File: config.mk
export PLATFORM = sky130hd
export DESIGN_NAME = adc_resp_avg
export DESIGN_NICKNAME = d
export VERILOG_FILES = /design/src/rtl/adc_avg_pkg.sv /design/src/rtl/adc_resp_avg_if.sv /design/src/rtl/adc_avg_out_reg.sv /design/src/rtl/adc_resp_avg.sv
export SDC_FILE = /design/constraint.sdc
export NUM_CORES = 1
export LEC_CHECK = 0
export BUFFER_PORTS_ARGS = -buffer_cell sky130_fd_sc_hd__buf_2
export CELL_PAD_IN_SITES_DETAIL_PLACEMENT = 1
export CELL_PAD_IN_SITES_GLOBAL_PLACEMENT = 1
export CORE_ASPECT_RATIO = 0.5
export CORE_UTILIZATION = 50
export CTS_CLUSTER_SIZE = 16
export DETAILED_ROUTE_END_ITERATION = 12
export GPL_TIMING_DRIVEN = 0
export PLACE_DENSITY_LB_ADDON = 0.2
export SLEW_MARGIN = 40
export SYNTH_ARGS = -nofsm -noshare
export SYNTH_HDL_FRONTEND = slang
export SYNTH_SLANG_ARGS = --single-unit
export TNS_END_PERCENT = 20
File: constraint.sdc
create_clock -name clk_clk -period 5.74 [get_ports clk_clk]
set_input_delay 1.148 -clock clk_clk [delete_from_list [all_inputs] [get_ports clk_clk]]
set_output_delay 1.148 -clock clk_clk [all_outputs]
set_load 0.02 [all_outputs]
File: src/rtl/adc_avg_pkg.sv
// rtl/adc_avg_pkg.sv - shared widths and helpers for the ADC response averager
package adc_avg_pkg;

    localparam int DATA_W     = 12;
    localparam int CH_W       = 5;
    localparam int DROP_W     = 8;
    localparam int LOG2_N_DEF = 4;

    function automatic logic [DROP_W-1:0] sat_inc(input logic [DROP_W-1:0] v);
        return (&v) ? v : v + 1'b1;
    endfunction

endpackage

File: src/rtl/adc_resp_avg_if.sv
// rtl/adc_resp_avg_if.sv - averaged result stream with valid/ready handshake
interface adc_resp_avg_if;
    import adc_avg_pkg::*;

    logic              valid;
    logic [CH_W-1:0]   channel;
    logic [DATA_W-1:0] data;
    logic              ready;

    modport master (output valid, output channel, output data, input ready);
    modport slave  (input valid, input channel, input data, output ready);

endinterface

File: src/rtl/adc_avg_out_reg.sv
// rtl/adc_avg_out_reg.sv - single-entry result holding register with drop indication
module adc_avg_out_reg
    import adc_avg_pkg::*;
(
    input  logic              clk,
    input  logic              resetn,
    input  logic              load,
    input  logic [CH_W-1:0]   load_channel,
    input  logic [DATA_W-1:0] load_data,
    output logic              full,
    output logic              dropped,
    adc_resp_avg_if.master    avg
);

    logic drain;

    assign drain   = avg.valid & avg.ready;
    assign full    = avg.valid;
    // A load that finds the register occupied and not draining is lost.
    assign dropped = load & avg.valid & ~avg.ready;

    always_ff @(posedge clk) begin
        if (!resetn) begin
            avg.valid   <= 1'b0;
            avg.channel <= '0;
            avg.data    <= '0;
        end else if (load && (!avg.valid || avg.ready)) begin
            avg.valid   <= 1'b1;
            avg.channel <= load_channel;
            avg.data    <= load_data;
        end else if (drain) begin
            avg.valid   <= 1'b0;
        end
    end

endmodule

File: src/rtl/adc_resp_avg.sv
// rtl/adc_resp_avg.sv - per-channel block averaging of an ADC response stream
module adc_resp_avg
    import adc_avg_pkg::*;
#(
    parameter int NUM_CH = 8,
    parameter int LOG2_N = LOG2_N_DEF
) (
    input  logic              clk_clk,
    input  logic              reset_reset_n,
    input  logic              rsp_valid,
    input  logic [CH_W-1:0]   rsp_channel,
    input  logic [DATA_W-1:0] rsp_data,
    input  logic              rsp_startofpacket,
    input  logic              rsp_endofpacket,
    input  logic              clear,
    output logic              avg_valid,
    output logic [CH_W-1:0]   avg_channel,
    output logic [DATA_W-1:0] avg_data,
    input  logic              avg_ready,
    output logic [DROP_W-1:0] drop_count
);

    localparam int ACC_W = DATA_W + LOG2_N;
    localparam int IDX_W = (NUM_CH > 1) ? $clog2(NUM_CH) : 1;
    localparam logic [CH_W:0] NUM_CH_L = (CH_W+1)'(NUM_CH);

    logic [ACC_W-1:0]  acc [NUM_CH];
    logic [LOG2_N-1:0] cnt [NUM_CH];

    logic [IDX_W-1:0]  idx;
    logic              accept;
    logic              last;
    logic              done;
    logic [ACC_W-1:0]  sum;
    logic [DATA_W-1:0] result;
    logic              dropped;
    logic              full;
    logic              unused_pkt;

    assign unused_pkt = rsp_startofpacket ^ rsp_endofpacket ^ full;

    assign idx    = rsp_channel[IDX_W-1:0];
    assign accept = rsp_valid && ({1'b0, rsp_channel} < NUM_CH_L) && !clear;
    assign last   = &cnt[idx];
    assign sum    = acc[idx] + ACC_W'(rsp_data);
    assign result = sum[ACC_W-1:LOG2_N];
    assign done   = accept && last;

    // One read-modify-write per cycle on the addressed channel only.
    always_ff @(posedge clk_clk) begin
        if (!reset_reset_n || clear) begin
            for (int i = 0; i < NUM_CH; i++) begin
                acc[i] <= '0;
                cnt[i] <= '0;
            end
        end else if (accept) begin
            if (last) begin
                acc[idx] <= '0;
                cnt[idx] <= '0;
            end else begin
                acc[idx] <= sum;
                cnt[idx] <= cnt[idx] + 1'b1;
            end
        end
    end

    always_ff @(posedge clk_clk) begin
        if (!reset_reset_n) begin
            drop_count <= '0;
        end else if (dropped) begin
            drop_count <= sat_inc(drop_count);
        end
    end

    adc_resp_avg_if avg_if ();

    assign avg_if.ready = avg_ready;
    assign avg_valid    = avg_if.valid;
    assign avg_channel  = avg_if.channel;
    assign avg_data     = avg_if.data;

    adc_avg_out_reg u_out_reg (
        .clk          (clk_clk),
        .resetn       (reset_reset_n),
        .load         (done),
        .load_channel (rsp_channel),
        .load_data    (result),
        .full         (full),
        .dropped      (dropped),
        .avg          (avg_if.master)
    );

endmodule

==> results <==
- The startpoint of the worst setup timing path is rsp_channel[1].
- The checks that failed: negative setup slack.
- The clock network is responsible for 39.0% of the overall power.
- The initial antenna violation count was 0.
- The critical path arrival is roughly 5900 ps.
- The total number of H-tree levels is 4.
- The number of endpoints with negative hold slack in the final report was 0.
- Setup repair after global routing left no endpoint under its margin.
- For this run, the post-layout net count is between 800 and 900.
- The slowest stage of the critical path is the sky130_fd_sc_hd__clkbuf_1 cell.
- The maximum number of pins on one net before global-route repair is 21.
- The worst reg2reg path startpoint is acc[0][6].
- The hold path depth is 2.
- At the end of routability-driven placement, the weighted congestion stood at 0.8449.
- After detailed placement, the design holds a cell count of slightly above 1000.
- The proportion of synthesized chip area in sequential cells is 59.38%.
- STA classifies the critical path endpoint as a register.
- The floorplan step defined a die boundary enclosing 18510 sq um.
- Once routing completed, OpenROAD measured the worst setup slack at -12.51 ps.
- The final cell utilization of the core is between 50 and 60%.
- The total number of yosys warnings is 0.
- The initial utilization of the core area, before any placement, comes to 51.41%.
- The clock slew seen by the registers of the worst setup and hold paths is around 80 ps.
- The DRC violation count after routing is 0.
- Dividing the synthesized area by the synthesized cell count gives 11.88 sq um.
- IR analysis of the VDD net gives a maximum drop of 0.2491 mV.
- The worst slew slack as a fraction of its limit is 45.63%.
- The total number of vias is 6646.
- The combinational group share of total power is 10.3%.
- The post-CTS setup buffer count is 0.
- The post-route minimum period is 5753 ps.
- The insertion delay to the later sink of the worst-skew pair is 450 ps.
- The cell row count is 34.
- Summed over all layers, the routed wires come to 27230 microns.
- Once detail routing completed, the nets flagged for antenna violations numbered 0.
- The floorplan step set the die height to 96.70 microns.
- The tree is rooted in a sky130_fd_sc_hd__clkbuf_16.
- From left edge to right edge, the die measures 191.4 microns.
- The fraction of final layout cells with drive strength greater than 1 is about a quarter.
- The synthesized netlist contains 64 unique library cells.
- The repair_antennas step left the layout with diodes totalling 0.
- The final-report max-slew violation count is 0.
- 50 I/O pins were placed.
- After legalization and detailed placement, the total HPWL measured ~18000 microns.
- Clock tree synthesis inserted a total of 17 buffers.
- The core region is 17440 sq um.
- The critical path goes through buf_2 > buf_4 > buf_6 > buf_4 > buf_2 > nor2_1 > clkbuf_1 > a22oi_1 > nand4_1 > ha_1 > clkbuf_1 > a21oi_1 > o211ai_1 > a21boi_1 > a211oi_1 > xor2_2 > nor2_1.
- The area share of fa/ha/maj cells after synthesis is 2.177%.
- The total power draw is 3.010 mW.
- The data required time at the worst endpoint is roughly 6000 ps.
- Dividing total power by cell area gives a power density of 297.9 nW/um^2.
- The first global-routing pass estimated 41100 microns of wire.
- In this run the worst hold path is classified as register to register.
- The critical path's largest stage delay is 670 ps.
- For this run, the leading register cell type out of synthesis is sky130_fd_sc_hd__edfxtp_1.
- In this run the register-to-register setup slack is 2160 ps.
- No sink is reached through more buffers than the 2 on the longest clock path.
- The kind of cell with the highest combined delay along the critical path is buffers and inverters.
- The TritonCTS clock tree is yes.
- The transition time of the tightest slew-check pin is 815.5 ps.
- The number of flip-flops and latches in the synthesized netlist is 186.
- The path with the worst hold slack has its endpoint at u_out_reg.avg.data[7].
- The number of I/O port buffers is 46.
- The mux share of post-synthesis cell area is 2.930%.
- The setup clock skew after layout is 9.908 ps.
- The fmax is between 0.15 and 0.2 GHz.
- The synthesized netlist occupies a cell area of 8967 sq um.
- The share of synthesized cell area in and, or, nand and nor gates is 21.00%.
- The final global-route overflow total is 0.
- The static power due to leakage is 3.550 nW.
- The number of setup violations in the final report is 1.
- The via count of the first global-routing pass is 6930.
- The routed wirelength normalized by instance count is 25.52 microns.
- The xor/xnor share of the synthesized area is 1.842%.
- In this run the critical register-to-register path is captured at acc[5][13].
- Adding up every negative setup slack in the final design gives -12.51 ps.
- Of all flip-flops after synthesis, the portion carrying an async set or reset was 0%.
- The ratio of final minimum period to clock period is 100.2%.
- In this run the biggest area consumer among cell types represents 53.58% of the synthesized area.
- Summed over all instances, the cell type with the most area after synthesis is sky130_fd_sc_hd__edfxtp_1.
- By area, the combinational part of the netlist is dominated by simple AND/OR/NAND/NOR gates.
- The number of enable flip-flop cells after synthesis is 160.
- The quantity of hold-fixing buffers added after cts is 0.
- The non-filler instance count after layout is roughly 1100.
- The worst hold path begins at u_out_reg.avg.data[7].
- In this run switching power makes up 26.77% of total power.
- The detailed router's first-iteration violation count is ~650.
- The layout overhead on the synthesized area is 12.67%.
- Leaving out fill and tap cells, the most frequent cell in the layout is sky130_fd_sc_hd__edfxtp_1.
- Summing the areas of all compound-gate instances in the mapped netlist gives 10.33% of the synthesized area.
- The relative contribution of sequential cells to total power is 50.6%.
- The global routing usage summed across all routing layers is 30.71%.
- The maximum fanout along the worst path is 10.
- The flow ran to the end, but the final reports show violations.
- The clock sink count is between 150 and 200.
- The top cell types in the final layout, fill and taps aside, are sky130_fd_sc_hd__edfxtp_1, sky130_fd_sc_hd__nor2_1, sky130_fd_sc_hd__nor2_2, sky130_fd_sc_hd__buf_2, sky130_fd_sc_hd__nand2_1.
- Internal power comes to 2.204 mW.
- The worst setup path category is input port to register.
- The startpoint type of the worst setup path is an input port.
- For this design the total switching power over the nets is 0.8057 mW.
- In the post-synthesis netlist, the biggest area contributors are sky130_fd_sc_hd__edfxtp_1, sky130_fd_sc_hd__dfxtp_1, sky130_fd_sc_hd__nor2_2, sky130_fd_sc_hd__nor2_1, sky130_fd_sc_hd__a22oi_1.
- For the worst flop-to-flop path, the logic depth is 10.
- The net count after synthesis is 794.
- After detailed routing, the number of vias per cell comes to ~6.2.
- The detailed-routing iteration count for the pre-antenna-repair pass is 4.
- Max-cap violations in this run came to 0.
- Counting both buffers and inverters, the worst setup path holds a total of 7.
- After technology mapping, the gate count stands at 755.
## worst max path at each step
stage                     slack, ps         end  cells after the start
after floorplan                1050  acc[0][14]                     17
after global placement         -350  acc[3][13]                     15
after detailed placement       -350  acc[2][13]                     17
after CTS                        50  acc[5][13]                     17
after global routing             20  acc[5][13]                     17
final                           -10  acc[5][13]                     17
## state kept, by name, indices dropped and copies added (netlist names)
name / cells
u_out_reg.avg.data: 12
u_out_reg.avg.channel: 5
drop_count: 8
acc: 128
cnt: 32
u_out_reg.avg.valid: 1
## timing repair
item                       in CTS  in global routing
hold endpoints to repair        0                  0
gates resized for setup         0                  5
setup endpoints to repair       0                 17
## per-layer routing
layer | share of wire [%] | global-route usage (%)
met1 | 43 | 41.15
met2 | 47 | 49.69
met3 | 7.7 | 7.511
met4 | 1.8 | 8.852
met5 | 0 | 0
## worst register-to-register path, stage by stage (launching register included)
cell,delay (ps)
sky130_fd_sc_hd__edfxtp_1,390
sky130_fd_sc_hd__a22oi_1,220
sky130_fd_sc_hd__nand4_1,140
sky130_fd_sc_hd__ha_1,300
sky130_fd_sc_hd__clkbuf_1,320
sky130_fd_sc_hd__a21oi_1,230
sky130_fd_sc_hd__o211ai_1,270
sky130_fd_sc_hd__a21boi_1,210
sky130_fd_sc_hd__a211oi_1,620
sky130_fd_sc_hd__xor2_2,480
sky130_fd_sc_hd__nor2_1,130
## synthesized netlist by cell type (all sizes together) (2+ instances only)
master / count
nand4: 14
nor4b: 2
mux2i: 6
nand2: 73
nand3: 23
and3: 9
o21ai: 13
a22o: 5
edfxtp: 160
a211oi: 4
a21o: 3
nand3b: 8
o31ai: 2
buf: 17
or3: 3
a22oi: 45
mux4: 6
nor2b: 5
nor2: 181
nor3: 4
clkbuf: 18
o211ai: 4
or4: 3
a21oi: 36
and2: 5
or2: 3
xor2: 8
nand2b: 5
ha: 14
a31oi: 3
mux2: 6
a221o: 4
inv: 7
xnor2: 10
a221oi: 5
dfxtp: 26
o21a: 3
## stage by stage
step	instance area (sq um)	setup WS (ps)	hold WS (ps)
final	10100	-12.51	452.9
after global routing	10100	20.31	486.3
after CTS	10080	52.66	457.1
after detailed placement	9518	-347.3	446.0
after global placement	9490	-350.5	435.3
after floorplan	8967	1046	528.9
## power groups by stage
stage | clock (mW) | combinational [mW] | sequential (mW)
after CTS | 1.17 | 0.304 | 1.52
after detailed placement | 0 | 0.299 | 1.55
after global routing | 1.21 | 0.328 | 1.53
after floorplan | 0 | 0.203 | 1.55
after global placement | 0 | 0.291 | 1.55
final | 1.17 | 0.311 | 1.52
## cell families (layout without fill, tap and decap cells)
logic type      count (synthesis)  count (layout)
buf+inv                        42             120
fa+ha+maj                      15              15
mux                            18              18
simple gates                  342             342
xor+xnor                       18              18
flops                         186             186
compound gates                134             134
## cell type report
type / count / area, sq um
Buffer: 35 / 186.4
Clock buffer: 17 / 425.4
Clock inverter: 15 / 136.4
Fill cell: 1815 / 7338
Inverter: 7 / 26.28
Multi-Input combinational cell: 527 / 3481
Sequential cell: 186 / 5325
Tap cell: 234 / 292.8
Timing Repair Buffer: 46 / 230.2
Note: power is estimated with default switching activity, not from simulation.
